**src/rtl/ps2_keymatrix_pkg.sv**
```systemverilog
// Shared types, scan-code constants and the scan-code-to-matrix lookup for ps2_keymatrix.
package ps2_keymatrix_pkg;

   typedef enum logic [2:0] {
      ST_IDLE,
      ST_EXT,
      ST_BRK,
      ST_EXTBRK,
      ST_SKIP
   } dec_state_e;

   localparam logic [7:0] CODE_E0   = 8'hE0;
   localparam logic [7:0] CODE_E1   = 8'hE1;
   localparam logic [7:0] CODE_F0   = 8'hF0;
   localparam logic [7:0] CODE_AA   = 8'hAA;
   localparam logic [7:0] CODE_FA   = 8'hFA;
   localparam logic [7:0] CODE_EE   = 8'hEE;
   localparam logic [7:0] CODE_FE   = 8'hFE;
   localparam logic [7:0] CODE_OVR0 = 8'h00;
   localparam logic [7:0] CODE_OVRF = 8'hFF;
   localparam logic [7:0] CODE_CAPS = 8'h58;

   localparam logic [2:0] SKIP_LEN   = 3'd7;
   localparam logic [3:0] FRAME_LAST = 4'd10;

   typedef struct packed {
      logic       hit;
      logic [5:0] index;
   } key_map_t;

   // Index is column*8 + row of the console matrix; bit 8 of the key is the E0 prefix.
   function automatic key_map_t key_lookup(input logic [8:0] key);
      key_map_t m;
      m.hit   = 1'b1;
      m.index = 6'd0;
      case (key)
         9'h029: m.index = 6'd1;   // Space
         9'h05A: m.index = 6'd2;   // Enter
         9'h15A: m.index = 6'd2;   // keypad Enter
         9'h014: m.index = 6'd3;   // L-Ctrl
         9'h012: m.index = 6'd4;   // L-Shift
         9'h059: m.index = 6'd4;   // R-Shift
         9'h066: m.index = 6'd5;
         9'h076: m.index = 6'd6;
         9'h00D: m.index = 6'd7;
         9'h016: m.index = 6'd8;
         9'h01E: m.index = 6'd9;
         9'h026: m.index = 6'd10;
         9'h025: m.index = 6'd11;
         9'h02E: m.index = 6'd12;
         9'h036: m.index = 6'd13;
         9'h03D: m.index = 6'd14;
         9'h03E: m.index = 6'd15;
         9'h015: m.index = 6'd16;
         9'h01D: m.index = 6'd17;
         9'h024: m.index = 6'd18;
         9'h02D: m.index = 6'd19;
         9'h02C: m.index = 6'd20;
         9'h01C: m.index = 6'd21;  // 'A'
         9'h01B: m.index = 6'd22;
         9'h023: m.index = 6'd23;
         9'h02B: m.index = 6'd24;
         9'h034: m.index = 6'd25;
         9'h01A: m.index = 6'd26;
         9'h022: m.index = 6'd27;
         9'h021: m.index = 6'd28;
         9'h02A: m.index = 6'd29;
         9'h032: m.index = 6'd30;
         9'h175: m.index = 6'd40;
         9'h172: m.index = 6'd41;
         9'h16B: m.index = 6'd42;
         9'h174: m.index = 6'd43;
         default: m.hit = 1'b0;
      endcase
      return m;
   endfunction

endpackage

```
**src/rtl/ps2_rx.sv**
```systemverilog
// PS/2 byte receiver: pin synchronizers, ps2_clk glitch filter, frame assembly and timeout.
// Parity is only enforced when PS2_KEYMATRIX_PARITY_CHECK_EN is defined.
module ps2_rx
   import ps2_keymatrix_pkg::*;
#(
   parameter int filter_len     = 8,
   parameter int timeout_cycles = 200000
) (
   input  logic       clk,
   input  logic       reset_n,
   input  logic       ps2_clk_i,
   input  logic       ps2_data_i,
   output logic [7:0] byte_o,
   output logic       valid_o,
   output logic       err_o
);

   localparam int FW = $clog2(filter_len + 1);
   localparam int TW = $clog2(timeout_cycles + 1);
   localparam logic [FW-1:0] FILT_MAX = FW'(filter_len - 1);
   localparam logic [TW-1:0] TMR_MAX  = TW'(timeout_cycles - 1);

   logic          clk_s1_q, clk_s2_q, dat_s1_q, dat_s2_q;
   logic          filt_q, filt_d;
   logic [FW-1:0] fcnt_q, fcnt_d;
   logic [3:0]    bit_q, bit_d;
   logic [8:0]    shift_q, shift_d;
   logic [TW-1:0] tmr_q, tmr_d;
   logic [7:0]    byte_q, byte_d;
   logic          valid_q, valid_d, err_q, err_d;
   logic          flip, fall, par_ok, frame_ok;

   always_comb begin
      // NOTE: every comb output gets a default first so no path leaves it unassigned (no latch).
      filt_d  = filt_q;
      fcnt_d  = fcnt_q;
      flip    = 1'b0;
      bit_d   = bit_q;
      shift_d = shift_q;
      byte_d  = byte_q;
      valid_d = 1'b0;
      err_d   = 1'b0;

      if (clk_s2_q == filt_q) begin
         fcnt_d = '0;
      end else if (fcnt_q == FILT_MAX) begin
         filt_d = clk_s2_q;
         fcnt_d = '0;
         flip   = 1'b1;
      end else begin
         fcnt_d = fcnt_q + FW'(1);
      end
      fall = flip & filt_q;

      // After nine shifts shift_q holds {parity, data[7:0]}.
      par_ok = ^shift_q;
`ifdef PS2_KEYMATRIX_PARITY_CHECK_EN
      frame_ok = dat_s2_q & par_ok;
`else
      frame_ok = dat_s2_q;
`endif

      tmr_d = (bit_q == 4'd0 || flip) ? '0 : tmr_q + TW'(1);

      if (fall) begin
         if (bit_q == 4'd0) begin
            if (!dat_s2_q) bit_d = 4'd1;
         end else if (bit_q != FRAME_LAST) begin
            shift_d = {dat_s2_q, shift_q[8:1]};
            bit_d   = bit_q + 4'd1;
         end else begin
            bit_d   = 4'd0;
            valid_d = frame_ok;
            err_d   = ~frame_ok;
            if (frame_ok) byte_d = shift_q[7:0];
         end
      end else if (bit_q != 4'd0 && tmr_q == TMR_MAX) begin
         bit_d = 4'd0;
      end
   end

   // NOTE: sequential state uses non-blocking assignments only, so every flop samples pre-edge values.
   always_ff @(posedge clk or negedge reset_n) begin
      if (!reset_n) begin
         clk_s1_q <= 1'b1;
         clk_s2_q <= 1'b1;
         dat_s1_q <= 1'b1;
         dat_s2_q <= 1'b1;
         filt_q   <= 1'b1;
         fcnt_q   <= '0;
         bit_q    <= 4'd0;
         shift_q  <= '0;
         tmr_q    <= '0;
         byte_q   <= '0;
         valid_q  <= 1'b0;
         err_q    <= 1'b0;
      end else begin
         clk_s1_q <= ps2_clk_i;
         clk_s2_q <= clk_s1_q;
         dat_s1_q <= ps2_data_i;
         dat_s2_q <= dat_s1_q;
         filt_q   <= filt_d;
         fcnt_q   <= fcnt_d;
         bit_q    <= bit_d;
         shift_q  <= shift_d;
         tmr_q    <= tmr_d;
         byte_q   <= byte_d;
         valid_q  <= valid_d;
         err_q    <= err_d;
      end
   end

   assign byte_o  = byte_q;
   assign valid_o = valid_q;
   assign err_o   = err_q;

endmodule

```
**src/rtl/ps2_keymatrix.sv**
```systemverilog
// PS/2 set-2 keyboard to 48-key console matrix plus alpha-lock; decoder FSM and matrix state.
// Optional parity enforcement in the receiver: PS2_KEYMATRIX_PARITY_CHECK_EN.
module ps2_keymatrix
   import ps2_keymatrix_pkg::*;
#(
   parameter int filter_len     = 8,
   parameter int timeout_cycles = 200000
) (
   input  logic        clk,
   input  logic        reset_n,
   input  logic        ps2_clk,
   input  logic        ps2_data,
   output logic [0:47] key_state,
   output logic        alpha_state,
   output logic [0:7]  scan_code,
   output logic        scan_valid,
   output logic        frame_err
);

   logic [7:0] rx_byte;
   logic       rx_valid, rx_err;

   ps2_rx #(
      .filter_len    (filter_len),
      .timeout_cycles(timeout_cycles)
   ) u_rx (
      .clk       (clk),
      .reset_n   (reset_n),
      .ps2_clk_i (ps2_clk),
      .ps2_data_i(ps2_data),
      .byte_o    (rx_byte),
      .valid_o   (rx_valid),
      .err_o     (rx_err)
   );

   dec_state_e  state_q, state_d;
   logic [2:0]  skip_q, skip_d;
   logic [0:47] key_q, key_d;
   logic        alpha_q, alpha_d, caps_q, caps_d;
   logic        do_make, do_brk, ext, is_caps;
   key_map_t    map;

   always_comb begin
      state_d = state_q;
      skip_d  = skip_q;
      key_d   = key_q;
      alpha_d = alpha_q;
      caps_d  = caps_q;
      do_make = 1'b0;
      do_brk  = 1'b0;
      ext     = 1'b0;

      if (rx_valid) begin
         case (state_q)
            ST_IDLE: begin
               if (rx_byte == CODE_E0) begin
                  state_d = ST_EXT;
               end else if (rx_byte == CODE_F0) begin
                  state_d = ST_BRK;
               end else if (rx_byte == CODE_E1) begin
                  state_d = ST_SKIP;
                  skip_d  = SKIP_LEN;
               end else if (rx_byte == CODE_AA || rx_byte == CODE_OVR0 || rx_byte == CODE_OVRF) begin
                  key_d = '0;
               end else if (rx_byte != CODE_FA && rx_byte != CODE_EE && rx_byte != CODE_FE) begin
                  do_make = 1'b1;
               end
            end
            ST_EXT: begin
               if (rx_byte == CODE_F0) begin
                  state_d = ST_EXTBRK;
               end else begin
                  do_make = 1'b1;
                  ext     = 1'b1;
                  state_d = ST_IDLE;
               end
            end
            ST_BRK: begin
               do_brk  = 1'b1;
               state_d = ST_IDLE;
            end
            ST_EXTBRK: begin
               do_brk  = 1'b1;
               ext     = 1'b1;
               state_d = ST_IDLE;
            end
            ST_SKIP: begin
               skip_d = skip_q - 3'd1;
               if (skip_q == 3'd1) state_d = ST_IDLE;
            end
            default: state_d = ST_IDLE;
         endcase
      end

      map     = key_lookup({ext, rx_byte});
      is_caps = !ext && rx_byte == CODE_CAPS;

      // Caps Lock toggles only on the first make; typematic repeats see caps_q already set.
      if (do_make) begin
         if (is_caps) begin
            if (!caps_q) alpha_d = ~alpha_q;
            caps_d = 1'b1;
         end else if (map.hit) begin
            key_d[map.index] = 1'b1;
         end
      end else if (do_brk) begin
         if (is_caps) begin
            caps_d = 1'b0;
         end else if (map.hit) begin
            key_d[map.index] = 1'b0;
         end
      end
   end

   always_ff @(posedge clk or negedge reset_n) begin
      if (!reset_n) begin
         state_q <= ST_IDLE;
         skip_q  <= 3'd0;
         key_q   <= '0;
         alpha_q <= 1'b0;
         caps_q  <= 1'b0;
      end else begin
         state_q <= state_d;
         skip_q  <= skip_d;
         key_q   <= key_d;
         alpha_q <= alpha_d;
         caps_q  <= caps_d;
      end
   end

   assign key_state   = key_q;
   assign alpha_state = alpha_q;
   assign scan_code   = rx_byte;
   assign scan_valid  = rx_valid;
   assign frame_err   = rx_err;

endmodule

```
**config.mk**
```make
export PLATFORM = sky130hd
export DESIGN_NAME = ps2_keymatrix
export DESIGN_NICKNAME = d
export VERILOG_FILES = /design/src/rtl/ps2_keymatrix_pkg.sv /design/src/rtl/ps2_rx.sv /design/src/rtl/ps2_keymatrix.sv
export SDC_FILE = /design/constraint.sdc
export NUM_CORES = 1
export LEC_CHECK = 0
export CAP_MARGIN = 10
export CORE_MARGIN = 8
export CORE_UTILIZATION = 35
export CTS_BUF_LIST = sky130_fd_sc_hd__clkbuf_8
export CTS_CLUSTER_SIZE = 30
export DETAILED_ROUTE_END_ITERATION = 7
export DONT_BUFFER_PORTS = 1
export PLACE_DENSITY_LB_ADDON = 0.1
export RECOVER_POWER = 25
export SLEW_MARGIN = 10
export SYNTH_ARGS = -nofsm -noshare
export SYNTH_HDL_FRONTEND = slang
export SYNTH_SLANG_ARGS = --single-unit
```
**constraint.sdc**
```tcl
create_clock -name clk -period 6.8 [get_ports clk]
set_clock_uncertainty 0.2 [all_clocks]
set_input_delay 0.68 -clock clk [delete_from_list [all_inputs] [get_ports clk]]
set_output_delay 0.68 -clock clk [all_outputs]
set_load 0.005 [all_outputs]
```
==> results.ini, run 1 <==
[critical_path]
crit_required_ns = 6.83
path_cells = nand2_1 > nor4b_1 > a21oi_1 > o311ai_1 > a21o_1 > o32ai_1
cpPeakStageDelay_ns = 0.92
crit_type = reg -> reg
crit_family = compound AO/OA/AOI/OAI gates
arrival_ns = 3.23
path_max_fanout = 35
crit_buf_inv = 0
startpoint_type = register
worstSetupEndpointType = register
critPathSlowestCell = dfrtp_1

[timing]
post-route-period-util = 0.4706
fin_setup_tns_ns = 0
worstMarginPinSlew_ns = 1.143
final-hold-violation-count = 1
max_freq_ghz = 0.3125
slew_violations = 0
setup_violations = 0
rsz0062_at_grt = false
final.min_clock_period_ns = 3.200
setup_ws_ns = 3.600
slew_headroom = 0.2379
fin_worst_hold_slack_ns = -0.002606

[layout]
postLayoutCoreUtil = 0.3791
fillers = 1460
final-seq-area_um2 = 2659
layout-drive-gt1-share = 0.1129
area_growth_syn_to_layout_pct = 6.429
final_common_cell = dfrtp_1
fin_area_um2 = 5489
layout.cells.non_filler = 680
final_nets = 502
antenna_cells = 0
multi_input_area_um2 = 2332
mostFrequentLayoutCells = dfrtp_1, o21ai_0, nor2_1, nand2_1, nand3_1

[floorplanning]
core-area_um2 = 14480
floorplan.die.width_um = 137.4
ios = 63
die-area_um2 = 18880
initial_core_util = 0.3562
die_y_um = 137.4
std_cell_rows = 44

[placed_design]
pre_cts_ws_ns = 3.541
gp_congestion = 0.8237
place_area_um2 = 5278
dp.cells = 663
placement.io_buffers = 0
dp_hpwl_mm = 8.779

[yosys]
synth_nets = 518
syn_area_um2 = 5157
ys_seq_area_frac = 0.5155
synth_compound_area_frac = 0.1560
synth_seq_cells = 106
yosysTopAreaCellShare = 0.4901
synthMuxAreaShare = 0.04318
synth_cells = 507
synthXorXnorAreaFrac = 0.02887
synth_edf_count = 0
syn_area_per_cell_um2 = 10.17
synth_flop_cell = dfrtp_1
async_flop_share = 1.000
yosys.area_share.simple = 0.2067
synth_area_leaders = dfrtp_1, o21ai_0, mux2_2, o32ai_1, nor2_1
yosys.area.top_type = dfrtp_1
synth_top_family_by_area = simple AND/OR/NAND/NOR gates
synth_fa_ha_area_frac = 0.01698
synth_cell_types = 59
synth_warnings = 0

[routing]
drc = 0
drt-total-wl_mm = 12.89
dr_total_vias = 3834
ant_nets = 0
via_per_inst = 5.638
post_drt_wl_per_cell_um = 18.96
drt_iter0_drc = 284
drtPass1Iterations = 6

[clock_network]
cts_tree = done
max-clock-path-buffers = 2
clock_sinks = 106
insertion_delay_ns = 0.39
cts_setup_buffers = 0
htreeDepth = 3
clkSlewWorstSetupHoldPaths_ns = 0.12
postCtsResizedCells = 0
numCtsBuffers = 9
clock-root-buffer = clkbuf_8

[outcome]
outcome = finished, violations left
violations = negative hold slack

[pwr]
ir_worst_vdd_mv = 0.09731
p_total_mw = 1.064
power_density_nw_per_um2 = 193.8
leakage_nw = 2.219

[grt]
grtUsageTotal = 0.1387
grt_pass1_vias = 3736
grt_pass1_wl_mm = 20.44
gr-total-overflow = 0
grt_max_degree = 107
antenna_found_initial = 0

[run]
max-cap-violations = 0

[hold_path]
hp-class = in -> async

==> where the power goes <==
part           internal (mW)  switching [mW]  total, mW
clock network          0.140           0.235      0.375
logic                 0.0128          0.0236     0.0364
registers              0.644         0.00893      0.653
==> worst reg2reg max path: stages, from the launching register on <==
cell      delay [ns]
dfrtp_1         0.92
nand2_1         0.16
nor4b_1         0.36
a21oi_1         0.12
o311ai_1        0.13
a21o_1          0.92
o32ai_1         0.23
==> routing by layer <==
metal  routed length, um  vias up  GRT usage
li1                    -     1828          -
met1                5787     1895     0.1813
met2                6122       97     0.2182
met3                 795       14    0.03173
met4                 188        0    0.05371
met5                   0        -          0
==> what timing repair did <==
item | 4_1_cts | 5_1_grt
hold buffers | 1 | 0
endpoints found under the hold margin | 106 | 0
setup endpoints to repair | 0 | 0
==> cells by family (layout without fill, tap and decap cells) <==
logic type	count (synthesis)	after routing
DFF	106	106
adders and majority gates	7	7
and+or+nand+nor	195	195
AOI/OAI and AO/OA	121	121
buffers and inverters	41	30
muxes	20	20
xor gates and xnor gates	17	17
==> area by class of cell <==
| class | count | area share |
|---|---|---|
| Sequential cell | 106 | 0.4844 |
| Multi-Input combinational cell | 360 | 0.4249 |
| Tap cell | 184 | 0.04194 |
| Clock buffer | 9 | 0.02257 |
| Clock inverter | 7 | 0.01094 |
| Timing Repair Buffer | 3 | 0.007750 |
| Inverter | 11 | 0.007522 |
==> path summary, 6_finish.rpt <==
path | startpoint | depth (start not counted) | to | slack, ns
setup / recovery | u_rx.byte_o[3] | 6 | key_state[3] | 3.60
hold / removal | reset_n | 1 | key_state[9] | -0.003
setup reg to reg | u_rx.byte_o[3] | 6 | key_state[3] | 3.60
hold reg to reg | u_rx.dat_s1_q | 0 | u_rx.dat_s2_q | 0.16
max in group asynchronous | reset_n | 1 | state_q[1] | 5.94
min in group clk | ps2_clk | 0 | u_rx.clk_s1_q | 0.09
==> synth_stat cells, drive strengths merged (8+ instances only) <==
cell    count
a21oi      11
and2       17
buf         9
clkbuf     21
dfrtp     101
inv        11
mux2       18
nand2      31
nand2b      8
nand3      26
nand4       9
nor2       37
nor2b       9
nor3       11
o21ai      44
o22ai      13
o32ai      21
xnor2       8
xor2        9
==> sequential cells by signal, indices dropped and copies added (netlist names), 3 cells and up <==
register	flops
key_state	48
u_rx.tmr_q	18
u_rx.shift_q	9
u_rx.byte_o	8
u_rx.bit_q	4
u_rx.fcnt_q	4
skip_q	3
state_q	3
Power figures use the tool's default switching activity.
==> inputs of run 2 (changes only) <==
- clock period: 6.8 -> 3 ns (I/O delays scaled with it)
==> run 2 against run 1 <==
  * The run now ends clean
  * Core utilization rose by 1.3 points
  * Setup slack got worse by 3.3 ns
  * Die area did not move
  * Routed wire length rose by 0.79%
  * Power rose by 130%
  * Sequential share of layout area fell by 1.6 points
  * Sequential power rose by 130%
  * Clock power rose by 140%
  * Critical path depth did not move
  * First-iteration DRC count rose by 8.1%
  * Highest routed layer unchanged
==> results.ini, run 2 (same netlist as run 1, synthesis figures left out) <==
[placed_design]
dp.cells = 683  ; +3.0%
pre_cts_ws_ns = 0.3170  ; -3.224 ns
placement.io_buffers = 0  ; unchanged
dp_hpwl_mm = 9.201  ; +4.8%
gp_congestion = 0.8037  ; -2.4%
place_area_um2 = 5440  ; +3.1%

[layout]
fillers = 1403  ; -3.9%
antenna_cells = 0  ; unchanged
area_growth_syn_to_layout_pct = 10.12
layout.cells.non_filler = 703  ; +3.4%
mostFrequentLayoutCells = dfrtp_1, o21ai_0, nor2_1, nand2_1, nand3_1
multi_input_area_um2 = 2332  ; unchanged
final-seq-area_um2 = 2659  ; unchanged
largest_register_ffs = 48  ; unchanged
postLayoutCoreUtil = 0.3922  ; +0.01313
layout-drive-gt1-share = 0.1445  ; +0.03161
final_nets = 525  ; +4.6%
fin_area_um2 = 5679  ; +3.5%
final_common_cell = dfrtp_1

[routing]
via_per_inst = 5.494  ; -2.6%
drt_iter0_drc = 307  ; +8.1%
post_drt_wl_per_cell_um = 18.49  ; -2.5%
drc = 0  ; unchanged
drtPass1Iterations = 4  ; -2
drt-total-wl_mm = 13.00  ; +0.79%
ant_nets = 0  ; unchanged
dr_total_vias = 3862  ; +0.73%

[clock_network]
max-clock-path-buffers = 2  ; unchanged
numCtsBuffers = 9  ; unchanged
htreeDepth = 3  ; unchanged
clkSlewWorstSetupHoldPaths_ns = 0.11  ; about the same
insertion_delay_ns = 0.38  ; about the same
cts_tree = done
clock_sinks = 106  ; unchanged
clock-root-buffer = clkbuf_8
cts_setup_buffers = 0  ; unchanged

[pwr]
seqPwrFrac = 0.600  ; -0.013
p_total_mw = 2.467  ; +130%
leakage_nw = 2.343  ; +5.6%
ir_worst_vdd_mv = 0.1997  ; +110%
clkPwrFrac = 0.368  ; +0.016
power.switching_mw = 0.5847  ; +120%
p_sw_frac = 0.2370  ; -0.01462
power_density_nw_per_um2 = 434.4  ; +120%
internal_power_mw = 1.882  ; +140%
p_comb_frac = 0.032  ; -0.002

[timing]
final-hold-violation-count = 0  ; -1
final.min_clock_period_ns = 2.711  ; -0.4891 ns
rsz0062_at_grt = false
slew_violations = 0  ; unchanged
setup_ws_ns = 0.2892  ; -3.311 ns
setup_violations = 0  ; unchanged
post-route-period-util = 0.9036  ; +0.4330
slew_headroom = 0.02395  ; -0.2139
fin_worst_hold_slack_ns = 0.1619  ; +0.1645 ns
max_freq_ghz = 0.3689  ; +18%
fin_setup_tns_ns = 0  ; unchanged
worstMarginPinSlew_ns = 1.464  ; +0.3209 ns

[floorplanning]
initial_core_util = 0.3562  ; unchanged
die_y_um = 137.4  ; unchanged
ios = 63  ; unchanged
core-area_um2 = 14480  ; unchanged
die-area_um2 = 18880  ; unchanged
floorplan.die.width_um = 137.4  ; unchanged
std_cell_rows = 44  ; unchanged

[critical_path]
crit_required_ns = 3.07  ; -3.76 ns
worstSetupEndpointType = register
path_max_fanout = 11  ; -69%
crit_type = reg -> reg
arrival_ns = 2.78  ; -0.45 ns
startpoint_type = register

[grt]
gr-total-overflow = 0  ; unchanged
antenna_found_initial = 0  ; unchanged
grt_pass1_vias = 3841  ; +2.8%
grt_pass1_wl_mm = 20.82  ; +1.8%
grtUsageTotal = 0.1411  ; +0.002423
grt_max_degree = 107  ; unchanged

[run]
max-cap-violations = 0  ; unchanged

[hold_path]
hp-class = reg -> reg

[outcome]
outcome = completed

run 2: cell types whose count changed in the layout (fill, tap and decap cells not counted):
cell	delta
clkbuf_4	+1
bufinv_16	+1
buf_4	+19
clkinv_2	-1
clkinv_4	-1
inv_1	+1
buf_12	+1
dlygate4sd3_1	+3
buf_16	-1
inv_6	+1
inv_8	-1
run 2: layout make-up:
class | instances | area share
Clock buffer | 9 | 0.02181
Clock inverter | 7 | 0.01366
Inverter | 11 | 0.007270
Multi-Input combinational cell | 360 | 0.4107
Sequential cell | 106 | 0.4682
Tap cell | 184 | 0.04054
Timing Repair Buffer | 26 | 0.03789
run 2: what timing repair did:
action,4_1_cts,5_1_grt
hold buffers,4,0
gates resized for setup,0,0
hold endpoints to repair,108,0
run 2: power groups by stage:
stage          registers, mW  clock network, mW  logic, mW
2_1_floorplan           1.50                  0     0.0421
3_3_place_gp            1.51                  0     0.0493
3_5_place_dp            1.51                  0     0.0504
4_1_cts                 1.48              0.955     0.0887
5_1_grt                 1.48               1.01     0.0980
6_report                1.48              0.907     0.0801
run 2: final timing paths:
check	start	end	slack (ns)	cells past startpoint
min in group asynchronous	reset_n	key_state[16]	0.60	2
setup / recovery	state_q[2]	key_state[20]	0.29	6
max in group asynchronous	reset_n	key_state[34]	1.02	2
hold reg to reg	u_rx.clk_s1_q	u_rx.clk_s2_q	0.16	0
hold / removal	u_rx.clk_s1_q	u_rx.clk_s2_q	0.16	0
setup reg to reg	state_q[2]	key_state[20]	0.29	6
run 2: worst max-delay path, cell delays in order, from the launching register on:
cell and delay [ns]:
dfrtp_1 0.44, nand3b_1 0.46, nand4_1 0.31, o21ai_0 0.22
or4_1 0.55, nor4b_1 0.29, o22ai_1 0.13
run 2: layer usage:
| layer | track usage | part of all wire | up-vias |
|---|---|---|---|
| li1 | - | - | 1878 |
| met1 | 0.1737 | 0.42 | 1876 |
| met2 | 0.2236 | 0.48 | 92 |
| met3 | 0.04413 | 0.071 | 16 |
| met4 | 0.06035 | 0.023 | 0 |
| met5 | 0 | 0 | - |
==> inputs of run 3 (changes only) <==
- CORE_ASPECT_RATIO: not set -> 2
==> run 3 against run 2 <==
  * Critical path depth is 1 higher
  * Fmax shrank 1.8%
  * Sequential share of layout area barely moved
  * Setup slack worse by 0.049 ns
  * Global-route usage grew 0.10 points
  * Flip-flop and latch count stayed put
  * Combinational power is 0.5% higher
  * Clock power down 7.9%
  * Register-to-register slack worse by 0.05 ns
  * Final area about the same
  * Die area grew 1.2%
  * Final cell count up 1.6%
  * Largest power group unchanged
==> results.ini, run 3 (same netlist as run 1, synthesis figures left out) <==
[pwr]
leakage_nw = 2.335  ; -0.34%
p_total_mw = 2.396  ; -2.9%
ir_worst_vdd_mv = 0.2158  ; +8.1%
power_density_nw_per_um2 = 422.2  ; -2.8%

[routing]
drt_iter0_drc = 317  ; +3.3%
post_drt_wl_per_cell_um = 18.10  ; -2.1%
drtPass1Iterations = 4  ; unchanged
ant_nets = 0  ; unchanged
via_per_inst = 5.395  ; -1.8%
drc = 0  ; unchanged
dr_total_vias = 3852  ; -0.26%
drt-total-wl_mm = 12.93  ; -0.53%

[floorplanning]
floorplan.die.width_um = 101.8  ; -26%
ios = 63  ; unchanged
core-area_um2 = 14580  ; +0.72%
initial_core_util = 0.3537  ; -0.002537
die_y_um = 187.7  ; +37%
die-area_um2 = 19110  ; +1.2%
std_cell_rows = 63  ; +43%

[hold_path]
hp-start = u_rx.clk_s1_q
hp-class = reg -> reg

[clock_network]
htreeDepth = 3  ; unchanged
max-clock-path-buffers = 2  ; unchanged
clkSlewWorstSetupHoldPaths_ns = 0.10  ; about the same
clock_sinks = 106  ; unchanged
insertion_delay_ns = 0.38  ; about the same
cts_tree = done
numCtsBuffers = 9  ; unchanged
clock-root-buffer = clkbuf_8

[critical_path]
crit_family = simple AND/OR/NAND/NOR gates
worstSetupEndpointType = register
crit_type = reg -> reg
critical_path.startpoint = u_rx.byte_o[2]
startpoint_type = register
crit_required_ns = 3.05  ; -0.02 ns
reg2reg_slack_ns = 0.24  ; -0.05 ns
path_cells = buf_4 > nor4bb_1 > nand4_1 > o21ai_0 > o41ai_1 > o311ai_2 > o31ai_1
r2r-start = u_rx.byte_o[2]
arrival_ns = 2.81  ; +0.03 ns
cpPeakStageDelay_ns = 0.61  ; +0.06 ns
path_max_fanout = 13  ; +2
critPathSlowestCell = dfrtp_1
crit_buf_inv = 1  ; +1

[grt]
grt_max_degree = 107  ; unchanged
antenna_found_initial = 0  ; unchanged
grt_pass1_vias = 3853  ; +0.31%
grt_pass1_wl_mm = 21.37  ; +2.7%
grtUsageTotal = 0.1422  ; +0.001049
gr-total-overflow = 0  ; unchanged

[layout]
multi_input_area_um2 = 2332  ; unchanged
final-seq-area_um2 = 2659  ; unchanged
mostFrequentLayoutCells = dfrtp_1, o21ai_0, nor2_1, nand2_1, nand3_1
final_nets = 525  ; unchanged
postLayoutCoreUtil = 0.3891  ; -0.003137
layout-drive-gt1-share = 0.1426  ; -0.001927
area_growth_syn_to_layout_pct = 10.02  ; about the same
layout.cells.non_filler = 714  ; +1.6%
final_common_cell = dfrtp_1
fillers = 1458  ; +3.9%
antenna_cells = 0  ; unchanged
largest_register_ffs = 48  ; unchanged

[timing]
rsz0062_at_grt = false
slew_headroom = 0.03038  ; +0.006428
slew_violations = 0  ; unchanged
final.min_clock_period_ns = 2.759  ; +0.04854 ns
final-hold-violation-count = 0  ; unchanged
max_freq_ghz = 0.3624  ; -1.8%
post-route-period-util = 0.9198  ; +0.01618
worstMarginPinSlew_ns = 1.454  ; -0.009642 ns
setup_violations = 0  ; unchanged
fin_setup_tns_ns = 0  ; unchanged

[placed_design]
gp_congestion = 0.8439  ; +5.0%
dp.cells = 694  ; +1.6%
placement.io_buffers = 0  ; unchanged
dp_hpwl_mm = 9.023  ; -1.9%

[run]
max-cap-violations = 0  ; unchanged

[outcome]
outcome = completed

==> run 3: worst reg2reg max path: cells and delay by family (launching register included) <==
kind | cells | cell delay [ns]
flops | 1 | 0.61
simple gates | 2 | 0.85
compound gates | 4 | 0.71
buf+inv | 1 | 0.27
==> run 3: path summary, 6_finish.rpt <==
| path | to | cells after the start |
|---|---|---|
| worst min register to register | u_rx.clk_s2_q | 0 |
| worst max register to register | key_state[10] | 7 |
| min in group asynchronous | u_rx.tmr_q[7] | 2 |
| worst max-delay path | key_state[10] | 7 |
| max in group asynchronous | key_state[16] | 2 |
| worst min-delay path | u_rx.clk_s2_q | 0 |
==> run 3: final cells by class <==
cell class | count | area share
multi-input combinational | 360 | 0.4110
inverter | 11 | 0.007277
sequential | 106 | 0.4686
clock inverter | 5 | 0.005513
clock buffer | 11 | 0.02668
tap | 195 | 0.04300
timing repair buffer | 26 | 0.03793
==> run 3: routing by layer <==
| metal | global-route usage | part of all wire | routed length (um) |
|---|---|---|---|
| met5 | 0 | 0 | 0 |
| met4 | 0.05236 | 0.020 | 263 |
| met3 | 0.03900 | 0.055 | 716 |
| met2 | 0.2189 | 0.48 | 6242 |
| met1 | 0.1841 | 0.44 | 5703 |
==> run 3: timing repair <==
action                                 in CTS  in global routing
hold buffers                                4                  0
endpoints found under the hold margin     108                  0
setup buffers                               0                  0
gates resized for setup                     0                  0
==> run 3: metrics by stage <==
stage | hold WS [ns] | worst slack (ns) | instance area, um^2
after floorplan | -0.1956 | 0.4953 | 5157
after global placement | -0.1880 | 0.3710 | 5454
after detailed placement | -0.1873 | 0.3117 | 5454
after CTS | 0.1638 | 0.2825 | 5694
after global routing | 0.1660 | 0.05006 | 5674
final | 0.1609 | 0.2407 | 5674
==> run 3: report_power, final <==
| part | switching, mW | internal [mW] | total [mW] | leakage [nW] |
|---|---|---|---|---|
| clock network | 0.492 | 0.344 | 0.835 | 0.0942 |
| registers | 0.0210 | 1.46 | 1.48 | 1.46 |
| logic | 0.0523 | 0.0282 | 0.0805 | 0.779 |
